## config.mk

```make
export PLATFORM = sky130hd
export DESIGN_NAME = dsm_decimator
export DESIGN_NICKNAME = d
export VERILOG_FILES = /design/src/rtl/dsm_decimator.sv
export SDC_FILE = /design/constraint.sdc
export NUM_CORES = 1
export LEC_CHECK = 0
export BUFFER_PORTS_ARGS = -buffer_cell sky130_fd_sc_hd__clkbuf_2
export CAP_MARGIN = 20
export CORE_MARGIN = 3
export CORE_UTILIZATION = 40
export CTS_BUF_LIST = sky130_fd_sc_hd__clkbuf_8
export DETAILED_ROUTE_END_ITERATION = 8
export GPL_ROUTABILITY_DRIVEN = 0
export PLACE_DENSITY = 0.55
export RECOVER_POWER = 25
export REMOVE_ABC_BUFFERS = 1
export SYNTH_ARGS = -nofsm -noshare
export SYNTH_HDL_FRONTEND = slang
export SYNTH_SLANG_ARGS = --single-unit
```

## constraint.sdc

```tcl
create_clock -name clock -period 6.1 [get_ports clock]
set_input_delay 0.61 -clock clock [delete_from_list [all_inputs] [get_ports clock]]
set_output_delay 0.61 -clock clock [all_outputs]
set_load 0.005 [all_outputs]
```

## src/rtl/dsm_decimator.sv

```systemverilog
// Purpose : sinc^ORDER CIC decimator turning a 1-bit DSM stream into OUT_W-bit voltage samples.
// Latency : out_valid rises ORDER+2 clocks after the edge accepting the last bit of a frame.
// Backpr. : single output register; a new sample over an unconsumed one overwrites it and pulses ovr.
//
// Ports:
//   clock      - sole clock, all logic on rising edge
//   reset_n    - asynchronous active-low reset
//   bit_in     - DSM bit (1 -> +1, 0 -> -1), sampled when bit_valid is high
//   bit_valid  - qualifier for bit_in
//   out_data   - decimated sample, two's complement, bit 15 = 1.0 V, [19:16] headroom
//   out_valid  - out_data holds an unconsumed sample
//   out_ready  - consumer accepts when out_valid & out_ready
//   ovr        - one-cycle pulse when an unconsumed sample was overwritten
//   ovr_cnt    - (only with DSM_DEC_OVR_CNT_EN) saturating count of ovr pulses
//
// Optional feature macro: DSM_DEC_OVR_CNT_EN adds the ovr_cnt port and counter.

module dsm_decimator #(
    parameter int R_LOG2 = 6,
    parameter int ORDER  = 3,
    parameter int OUT_W  = 20
) (
    input  logic             clock,
    input  logic             reset_n,
    input  logic             bit_in,
    input  logic             bit_valid,
    output logic [OUT_W-1:0] out_data,
    output logic             out_valid,
    input  logic             out_ready,
`ifdef DSM_DEC_OVR_CNT_EN
    output logic [7:0]       ovr_cnt,
`endif
    output logic             ovr
);

    // Internal width holds the full CIC gain R^ORDER plus sign and one guard bit.
    localparam int W     = ORDER * R_LOG2 + 2;
    // Gain R^ORDER = 2^(ORDER*R_LOG2); full scale must land on bit 15.
    localparam int SHIFT = ORDER * R_LOG2 - 15;
    localparam int SW    = W - SHIFT;
    localparam logic [2:0] WARM_MAX = 3'(ORDER);

    generate
        if (ORDER < 1 || ORDER > 5 || ORDER * R_LOG2 < 15 || OUT_W <= SW) begin : g_bad_cfg
            $error("dsm_decimator: illegal ORDER/R_LOG2/OUT_W combination");
        end
    endgenerate

    // ------------------------------------------------------------------
    // Integrators (run at bit rate, wrap modulo 2^W by design)
    // ------------------------------------------------------------------
    logic [W-1:0] integ   [ORDER];
    logic [W-1:0] int_nxt [ORDER];
    logic [W-1:0] x;

    assign x = bit_in ? W'(1) : {W{1'b1}};

    // Every stage sees the already-updated value of the stage before it,
    // so the whole cascade advances on a single accepting edge.
    always_comb begin
        int_nxt[0] = integ[0] + x;
        for (int k = 1; k < ORDER; k++) begin
            int_nxt[k] = integ[k] + int_nxt[k-1];
        end
    end

    always_ff @(posedge clock or negedge reset_n) begin
        if (!reset_n) begin
            for (int k = 0; k < ORDER; k++) begin
                integ[k] <= '0;
            end
        end else if (bit_valid) begin
            for (int k = 0; k < ORDER; k++) begin
                integ[k] <= int_nxt[k];
            end
        end
    end

    // ------------------------------------------------------------------
    // Phase counter and decimation strobe
    // ------------------------------------------------------------------
    logic [R_LOG2-1:0] phase;
    logic              dec_stb;

    always_ff @(posedge clock or negedge reset_n) begin
        if (!reset_n) begin
            phase   <= '0;
            dec_stb <= 1'b0;
        end else begin
            if (bit_valid) begin
                phase <= phase + 1'b1;
            end
            // Raised by the edge that accepts the last bit of a frame.
            dec_stb <= bit_valid && (phase == '1);
        end
    end

    // ------------------------------------------------------------------
    // Comb pipeline: stage 0 is the integrator snapshot, stage k is the
    // k-th comb. One stage per clock, each with its own valid bit.
    // ------------------------------------------------------------------
    logic [W-1:0] comb [ORDER+1];
    logic [W-1:0] dly  [ORDER];
    logic [ORDER:0] pv;

    always_ff @(posedge clock or negedge reset_n) begin
        if (!reset_n) begin
            pv <= '0;
            for (int k = 0; k <= ORDER; k++) begin
                comb[k] <= '0;
            end
            for (int k = 0; k < ORDER; k++) begin
                dly[k] <= '0;
            end
        end else begin
            // The snapshot edge reads the register value left by the
            // frame's final bit, even if another bit is accepted now.
            pv[0] <= dec_stb;
            if (dec_stb) begin
                comb[0] <= integ[ORDER-1];
            end
            for (int k = 1; k <= ORDER; k++) begin
                pv[k] <= pv[k-1];
                if (pv[k-1]) begin
                    comb[k]  <= comb[k-1] - dly[k-1];
                    dly[k-1] <= comb[k-1];
                end
            end
        end
    end

    // ------------------------------------------------------------------
    // Scaling: arithmetic shift then sign-extend to the output format.
    // ------------------------------------------------------------------
    logic [SW-1:0]    scaled;
    logic [OUT_W-1:0] scaled_ext;
    logic             unused_comb_bits;

    assign scaled           = comb[ORDER][W-1:SHIFT];
    assign scaled_ext       = {{(OUT_W-SW){scaled[SW-1]}}, scaled};
    assign unused_comb_bits = ^comb[ORDER];

    // ------------------------------------------------------------------
    // Warm-up: the first ORDER samples carry start-up transient and are
    // swallowed. Counter saturates so it costs nothing afterwards.
    // ------------------------------------------------------------------
    logic [2:0] warm;
    logic       smp_new;

    assign smp_new = pv[ORDER] && (warm == WARM_MAX);

    always_ff @(posedge clock or negedge reset_n) begin
        if (!reset_n) begin
            warm <= '0;
        end else if (pv[ORDER] && (warm != WARM_MAX)) begin
            warm <= warm + 3'd1;
        end
    end

    // ------------------------------------------------------------------
    // Output register and handshake. A fresh sample always wins; losing
    // an unread one is flagged rather than stalling the filter.
    // ------------------------------------------------------------------
    always_ff @(posedge clock or negedge reset_n) begin
        if (!reset_n) begin
            out_data  <= '0;
            out_valid <= 1'b0;
            ovr       <= 1'b0;
        end else begin
            ovr <= smp_new && out_valid && !out_ready;
            if (smp_new) begin
                out_data  <= scaled_ext;
                out_valid <= 1'b1;
            end else if (out_ready) begin
                out_valid <= 1'b0;
            end
        end
    end

`ifdef DSM_DEC_OVR_CNT_EN
    always_ff @(posedge clock or negedge reset_n) begin
        if (!reset_n) begin
            ovr_cnt <= '0;
        end else if (ovr && (ovr_cnt != 8'hFF)) begin
            ovr_cnt <= ovr_cnt + 8'd1;
        end
    end
`endif

endmodule

```

==> results of run 1 <==
-- synthesized netlist by cell type, drive strengths merged, types with 3 or more instances --
cell type	number
a2111oi	5
a211o	4
a211oi	4
a21boi	12
a21o	35
a21oi	79
a221o	5
a31o	4
a31oi	9
and2	5
and3	14
buf	7
clkbuf	30
dfrtp	230
fa	5
ha	118
inv	93
mux2	129
nand2	104
nand2b	8
nand3	14
nand3b	3
nand4	6
nand4b	4
nor2	70
nor2b	20
nor3	15
nor3b	3
nor4	4
o211ai	3
o21a	16
o21ai	97
o21bai	11
o31ai	8
o41ai	3
xnor2	76
xor2	23
-- placed cells by master (no fill, tap or decap), types with 9 or more instances in the layout --
| cell | n |
|---|---|
| clkbuf_8 | 48 |
| a31oi_1 | 9 |
| ha_1 | 118 |
| xnor2_1 | 76 |
| dfrtp_1 | 227 |
| mux2_2 | 128 |
| nor2_1 | 70 |
| inv_1 | 108 |
| o21bai_1 | 11 |
| buf_4 | 12 |
| nand2_1 | 104 |
| o21a_1 | 16 |
| nor2b_1 | 20 |
| xor2_1 | 23 |
| nand3_1 | 14 |
| nor3_1 | 14 |
| a21o_1 | 35 |
| o21ai_1 | 16 |
| and3_1 | 13 |
| clkbuf_2 | 26 |
| o21ai_0 | 80 |
| a21oi_1 | 74 |
-- what timing repair did --
item                                    CTS  global route
endpoints found under the setup margin    0             1
endpoints found under the hold margin     0             0
gates resized for setup                   0             1
setup buffers                             0             0
-- worst register-to-register path, delay by kind of cell, from the launching register on --
family,cells,cell delay [ns]
AO/OA/AOI/OAI,12,2.45
XOR/XNOR,3,0.43
adder cells (fa/ha/maj),3,1.01
buffers and inverters,1,0.13
flip-flops,1,0.40
multiplexers,1,0.17
AND/OR/NAND/NOR,6,1.07
-- cell families after synthesis --
kind of cell / synth area share (%)
and+or+nand+nor: 9.681
adders and majority gates: 11.71
DFF: 42.74
AOI/OAI and AO/OA: 14.73
xor gates and xnor gates: 6.439
buffers and inverters: 3.744
muxes: 10.96
-- registers in the layout, summed over array words and instances (netlist names) --
name	flops
pv	4
dly	60
phase	6
out_data	17
warm	3
dec_stb	1
ovr	1
integ	60
comb	77
out_valid	1
-- cell type report --
class,count,area [sq um]
Clock buffer,48,660.6
Sequential cell,230,5759
Inverter,94,352.8
Clock inverter,27,175.2
Tap cell,442,553.0
Timing Repair Buffer,41,231.5
Fill cell,3160,17930
Multi-Input combinational cell,937,7207
-- worst max path at each step --
| stage | startpoint | to | slack, ns | cells after the start |
|---|---|---|---|---|
| 6_report | integ[40] | integ[19] | 0.41 | 26 |
| 5_1_grt | integ[40] | integ[19] | 0.005 | 26 |
| 4_1_cts | integ[40] | integ[19] | 0.34 | 26 |
| 3_5_place_dp | bit_in | integ[19] | -0.03 | 27 |
| 3_3_place_gp | bit_in | integ[19] | 0.09 | 27 |
| 2_1_floorplan | bit_in | integ[19] | 0.21 | 26 |
-- through the flow --
stage | instance area, sq um | utilization, % | worst slack, ns | TNS [ns]
2_1_floorplan | 13320 | - | 0.2101 | 0
3_3_place_gp | 14120 | 42.98 | 0.09165 | 0
3_5_place_dp | 14120 | 42.98 | -0.03223 | -0.03223
4_1_cts | 14960 | 45.52 | 0.3375 | 0
5_1_grt | 14940 | 45.45 | 0.005133 | 0
6_report | 14940 | 45.45 | 0.4085 | 0
-- per-layer routing --
metal	vias to the layer above	share of wire (%)	routed length [um]	GRT usage, %
li1	4663	-	-	-
met4	0	2.0	472	3.838
met2	91	47	11180	23.63
met1	4224	48	11310	17.35
met3	41	3.2	763	2.500
met5	-	0	0	0
==> results.py, run 1 <==
metrics = {
    "yosys": {
        "synthArstFlopShare_pct": 100.0,
        "yosysTopAreaCellShare_pct": 42.74,
        "ys.flop_type": "dfrtp_1",
        "synth_area_per_cell_sq_um": 10.37,
        "yosysUniqueCellTypes": 69,
        "yosysSeqAreaShare_pct": 42.74,
        "synth-edff-count": 0,
        "netlist_instances": 1298,
        "yosysTopAreaCell": "dfrtp_1",
        "yosys-top-cells-area": "dfrtp_1, ha_1, mux2_2",
        "yosysWarnings": 0,
        "ys_ff_latch": 230,
        "syn_area_sq_um": 13470,
    },
    "final_layout": {
        "syn2layout_area_growth_pct": 10.94,
        "drive_gt1_share_pct": 18.23,
        "final_cells": 1819,
        "diodes": 0,
        "num-nets-final": 1474,
    },
    "drt": {
        "first_pass_iters": 4,
        "avgRoutedWirePerCell_um": 13.04,
        "drt-initial-drc-count": 338,
        "wirelength_um": 23730,
        "drc": 0,
        "vias": 9019,
        "viasPerCell": 4.958,
        "antenna_left": 0,
    },
    "setup_path": {
        "slowest_delay_ns": 0.44,
        "crit_required_ns": 6.56,
        "startpoint_type": "flip-flop",
        "reg2reg_slack_ns": 0.41,
        "r2r_cells": 26,
        "r2r_end": "integ[19]",
        "worst_setup_path_end_kind": "flip-flop",
        "r2r_start": "integ[40]",
        "crit_type": "reg2reg",
        "crit_family": "compound AO/OA/AOI/OAI gates",
        "critPathSlowestCell": "fa_1",
        "arrival_ns": 6.15,
        "cp.buffers_inverters": 1,
        "path_max_fanout": 4,
    },
    "sta": {
        "finalCritPeriodShare_pct": 93.30,
        "final-setup-viol-count": 0,
        "fmax_mhz": 175.7,
        "hold_ws_ns": 0.3332,
        "worst_pin_slew_ns": 2.890,
        "rsz0062_at_grt": "no",
        "hold_viol_final": 0,
        "finalMaxSlewViolations": 301,
        "relSlewSlack_pct": -92.65,
        "clock_skew_ns": 0.02733,
        "period_needed_ns": 5.691,
    },
    "clocking": {
        "htreeDepth": 2,
        "cts_tree": "built",
        "clock_latency_ns": 0.54,
        "clock-root-buffer": "clkbuf_8",
        "clk_transition_reported_paths_ns": 0.06,
        "clock_sinks": 230,
        "clockBufferDepth": 3,
        "ctsHoldBuffers": 0,
        "numCtsBuffers": 42,
    },
    "die": {
        "io_pins": 27,
        "core_area_sq_um": 32870,
        "initial_core_util_pct": 40.97,
        "dieArea_sq_um": 35900,
        "die_w_um": 189.5,
        "placementRows": 66,
        "die_h_um": 189.5,
    },
    "outcome": {
        "violations": "max-capacitance violations, max-slew violations",
        "status": "finished, violations left",
    },
    "min_path": {
        "holdPathEnd": "ovr",
        "hold_path_depth": 3,
        "hold_start": "out_ready",
        "min_path_type": "in2reg",
    },
    "grt": {
        "grt_pass1_wl_um": 42010,
        "grt.total_usage_pct": 13.60,
        "antenna_found_initial": 0,
        "grt_pass1_vias": 9103,
        "grt_max_degree": 117,
        "grt_overflow": 0,
    },
    "placed_design": {
        "dpl.cell_count": 1744,
        "placement.io_buffers": 26,
        "dp_hpwl_um": 16320,
    },
    "run": {
        "drv_cap": 4,
    },
}
Power of run 1 is not shown: default switching activity piles up to over one toggle a cycle in this logic, so the estimate is an artifact.
==> run 2: changes to the inputs <==
GPL_TIMING_DRIVEN = 0   (was not set)
==> results.py, run 2 (same netlist as run 1, synthesis figures left out) <==
metrics = {
    "die": {
        "dieArea_sq_um": 35900,
        "core_area_sq_um": 32870,
        "placementRows": 66,
        "die_w_um": 189.5,
        "io_pins": 27,
        "die_h_um": 189.5,
        "initial_core_util_pct": 40.97,
    },
    "sta": {
        "finalCritPeriodShare_pct": 93.44,
        "period_needed_ns": 5.700,
        "worst_pin_slew_ns": 3.375,
        "finalMaxSlewViolations": 189,
        "clock_skew_ns": 0.01688,
        "relSlewSlack_pct": -125.0,
        "final-setup-viol-count": 0,
        "hold_viol_final": 0,
        "fmax_mhz": 175.5,
    },
    "grt": {
        "antenna_found_initial": 0,
        "grt_overflow": 0,
        "grt_pass1_wl_um": 42540,
        "grt.total_usage_pct": 13.75,
        "use_met3_pct": 2.518,
        "grtUsageMet1_pct": 17.47,
        "grt_pass1_vias": 9179,
        "grt_max_degree": 102,
        "met2_usage_pct": 23.76,
        "grt-busiest-layer": "met2",
    },
    "final_layout": {
        "final_cell_mix": "dfrtp_1, mux2_2, ha_1, inv_1, nand2_1",
        "drive_gt1_share_pct": 18.82,
        "diodes": 0,
        "layout_commonest_cell": "dfrtp_1",
        "final_cells": 1818,
        "num-nets-final": 1469,
        "largest_register_ff_count": 77,
        "reg_top3": "comb x77, dly x60, integ x60",
        "regMostFlops": "comb",
        "syn2layout_area_growth_pct": 12.13,
    },
    "setup_path": {
        "startpoint_type": "primary input",
        "critPathSlowestCell": "a2111o_1",
        "slowest_delay_ns": 0.42,
        "path_common_cell": "ha_1",
        "crit_required_ns": 6.56,
        "arrival_ns": 6.16,
        "crit_type": "in2reg",
        "path_max_fanout": 17,
        "worst_setup_path_end_kind": "flip-flop",
    },
    "clocking": {
        "cts_tree": "built",
        "clock_sinks": 230,
        "clock_latency_ns": 0.54,
        "clock-root-buffer": "clkbuf_8",
        "clk_transition_reported_paths_ns": 0.06,
        "ctsHoldBuffers": 0,
        "clockBufferDepth": 3,
        "htreeDepth": 2,
        "numCtsBuffers": 43,
    },
    "placed_design": {
        "dpl.cell_count": 1735,
        "dp_hpwl_um": 16590,
        "placement.io_buffers": 26,
    },
    "drt": {
        "viasPerCell": 4.983,
        "wirelength_um": 23560,
        "first_pass_iters": 6,
        "avgRoutedWirePerCell_um": 12.96,
        "vias": 9060,
        "antenna_left": 0,
        "drc": 0,
        "drt-initial-drc-count": 284,
    },
    "min_path": {
        "min_path_type": "in2reg",
    },
    "outcome": {
        "status": "finished, violations left",
        "violations": "max-capacitance violations, max-slew violations",
    },
    "run": {
        "drv_cap": 3,
    },
}
-- run 2: cell types whose count changed in the layout (fill, tap and decap cells not counted), sizes merged --
| cell | previous run | this run |
|---|---|---|
| buf | 12 | 7 |
| clkbuf | 77 | 84 |
| inv | 109 | 106 |
| clkinvlp | 1 | 2 |
| clkinv | 9 | 8 |
-- run 2: per-stage QoR --
step           hold WS, ns  utilization [%]  TNS (ns)  setup WS, ns  instance area [sq um]
2_1_floorplan       0.3144                -         0        0.2101                  13320
3_3_place_gp        0.4554            42.59   -101.55       -0.8219                  14000
3_5_place_dp        0.4604            43.09    -3.098       -0.9515                  14160
4_1_cts            0.02702            45.96         0      0.003315                  15110
5_1_grt             0.3106            45.94  -0.03999      -0.03999                  15100
6_report            0.3351            45.94         0        0.4004                  15100
-- run 2: worst paths after layout --
check / from / end / slack (ns) / depth (start not counted)
hold reg to reg: integ[19] / integ[19] / 0.47 / 1
min in group asynchronous: reset_n / out_data[1] / 1.19 / 1
setup / recovery: bit_in / integ[19] / 0.40 / 25
setup reg to reg: integ[40] / integ[19] / 0.44 / 26
hold / removal: out_ready / ovr / 0.34 / 3
max in group asynchronous: reset_n / phase[0] / 1.93 / 2
-- run 2: cell type report --
class                   count  area, sq um
multi-input cells         937         7237
fillers                  3126        17770
clock inverters            24        160.2
flip-flops and latches    230         5757
inverters                  94        356.6
well taps                 442        553.0
repair buffers             35        265.3
clock buffers              56        770.7
-- run 2: repair_timing --
item                       4_1_cts  5_1_grt
setup endpoints to repair        2        4
pin swaps                        0        4
gates resized for setup          1       11
setup buffers                    1        2
-- run 2: per-layer routing --
layer  vias to the layer above  wire length [um]
li1                       4668                 -
met1                      4226             11130
met2                       113             11020
met3                        53               772
met4                         0               626
met5                         -                 0
-- run 2: critical path: cells and delay by family --
kind | cells | cell delay [ns]
compound gates | 12 | 2.79
fa+ha+maj | 3 | 0.98
simple gates | 4 | 0.65
buf+inv | 3 | 0.56
xor+xnor | 2 | 0.35
mux | 1 | 0.17
Power of run 2 is left out for the same reason.
==> run 3: changes to the inputs <==
CELL_PAD_IN_SITES_DETAIL_PLACEMENT = 1   (was not set)
CELL_PAD_IN_SITES_GLOBAL_PLACEMENT = 1   (was not set)
CTS_BUF_LIST = not set   (was sky130_fd_sc_hd__clkbuf_8)
PLACE_DENSITY = 0.68   (was 0.55)
clock period = 5.2 ns   (was 6.1 ns; I/O delays follow)
==> results.py, run 3 (same netlist as run 1, synthesis figures left out) <==
metrics = {
    "die": {
        "die_w_um": 189.5,
        "dieArea_sq_um": 35900,
        "die_h_um": 189.5,
        "core_area_sq_um": 32870,
        "placementRows": 66,
        "io_pins": 27,
        "initial_core_util_pct": 40.97,
    },
    "setup_path": {
        "crit_type": "reg2reg",
        "startpoint": "integ[40]",
        "crit_required_ns": 5.66,
        "r2r_start": "integ[40]",
        "reg2reg_slack_ns": -0.1,
        "path_max_fanout": 4,
        "arrival_ns": 5.76,
        "worst_setup_path_end_kind": "flip-flop",
        "startpoint_type": "flip-flop",
        "r2r_end": "integ[19]",
        "timing.critical_path.to": "integ[19]",
        "r2r_cells": 27,
    },
    "final_layout": {
        "syn2layout_area_growth_pct": 16.01,
        "reg_top3": "comb x77, dly x60, integ x60",
        "largest_register_ff_count": 77,
        "nFillCells": 3632,
        "layout_commonest_cell": "dfrtp_1",
        "num-nets-final": 1490,
        "regMostFlops": "comb",
        "final_cell_mix": "dfrtp_1, mux2_2, ha_1, nand2_1, inv_1",
        "diodes": 0,
        "drive_gt1_share_pct": 22.92,
    },
    "grt": {
        "grt_pass1_vias": 10040,
        "grt_max_degree": 102,
        "grt.total_usage_pct": 15.38,
        "grt_pass1_wl_um": 47610,
        "antenna_found_initial": 0,
        "grt_overflow": 0,
    },
    "clocking": {
        "clock_latency_ns": 0.54,
        "clk_transition_reported_paths_ns": 0.06,
        "numCtsBuffers": 27,
        "clock-root-buffer": "clkbuf_16",
        "htreeDepth": 1,
        "clock_sinks": 230,
        "cts_tree": "built",
        "clockBufferDepth": 3,
    },
    "outcome": {
        "status": "finished, violations left",
        "violations": "max-capacitance violations, max-slew violations, negative setup slack",
    },
    "drt": {
        "avgRoutedWirePerCell_um": 14.87,
        "vias": 9467,
        "drc": 0,
        "wirelength_um": 27150,
        "drt-initial-drc-count": 256,
        "antenna_left": 0,
        "first_pass_iters": 4,
        "viasPerCell": 5.187,
    },
    "sta": {
        "rsz0062_at_grt": "yes",
        "finalCritPeriodShare_pct": 101.9,
        "relSlewSlack_pct": -76.30,
        "worst_pin_slew_ns": 2.645,
        "clock_skew_ns": 0.009790,
        "fmax_mhz": 188.8,
        "fin_tns_setup_ns": -0.1374,
        "final-setup-viol-count": 2,
        "finalMaxSlewViolations": 211,
        "hold_viol_final": 0,
        "period_needed_ns": 5.297,
        "setup_ws_ns": -0.09698,
    },
    "placed_design": {
        "dp_hpwl_um": 18520,
        "placement.io_buffers": 26,
    },
    "run": {
        "drv_cap": 3,
    },
    "min_path": {
        "hold_start": "out_ready",
        "min_path_type": "in2reg",
    },
}
run 3: changes by cell type in the layout (fill, tap and decap cells not counted), sizes merged:
cell      previous run  this run
buf                  7        44
inv                106        93
clkinv               8         7
clkinvlp             2         6
clkbuf              84        64
run 3: layer usage:
metal	global-route usage [%]	vias up	routed length (um)
li1	-	4687	-
met1	19.06	4675	12170
met2	28.32	68	13790
met3	1.907	37	578
met4	3.867	0	607
met5	0	-	0
run 3: how the worst min path moves through the flow:
stage                        to  slack [ns]  depth (start not counted)
floorplan              comb[10]        0.22                          0
global placement       phase[5]        0.46                          1
detailed placement     phase[5]        0.47                          1
CTS                 out_data[0]        0.11                          1
global route                ovr        0.24                          3
finish                      ovr        0.25                          3
run 3: cell type report:
cell class	count	area [sq um]	area share (%)
Sequential cell	230	5756	36.84
Timing Repair Buffer	72	538.0	3.444
Multi-Input combinational cell	937	7510	48.07
Clock inverter	14	140.1	0.8970
Inverter	94	356.6	2.283
Clock buffer	36	769.5	4.926
Tap cell	442	553.0	3.540
run 3: per-stage QoR:
step	worst slack (ns)	area (sq um)	utilization [%]	instances	hold slack, ns
2_1_floorplan	-0.5999	13320	-	1261	0.2244
3_3_place_gp	-1.678	14000	42.59	1729	0.4584
3_5_place_dp	-1.787	14150	43.05	1735	0.4684
4_1_cts	-0.06596	15410	46.89	1812	0.1128
5_1_grt	-0.4010	15620	47.53	1825	0.2392
6_report	-0.09698	15620	47.53	1825	0.2495
run 3: critical path, cell delays in order, from the launching register on:
cell and delay [ns]:
dfrtp_1 0.36, inv_2 0.06, fa_2 0.36, nor2b_2 0.13
o21ai_2 0.07, a21boi_2 0.19, o21ai_2 0.08, a21oi_2 0.19
buf_4 0.13, buf_4 0.11, nor2_2 0.04, xnor2_2 0.25
ha_4 0.27, a21oi_4 0.22, a21boi_2 0.10, o41ai_2 0.37
xnor2_2 0.19, ha_1 0.27, a21oi_1 0.13, o21ai_1 0.10
nor3_1 0.17, o21a_1 0.21, o21ai_1 0.10, a31o_1 0.24
a2111o_1 0.38, and3_4 0.19, mux2i_2 0.17, xnor2_1 0.13
run 3: repair_timing:
action	CTS	global route
setup endpoints to repair	12	4
buffers inserted	27	13
hold buffers	0	0
cloned	0	0
gates resized for setup	43	31
pin swaps	35	35
Power of run 3 is left out for the same reason.
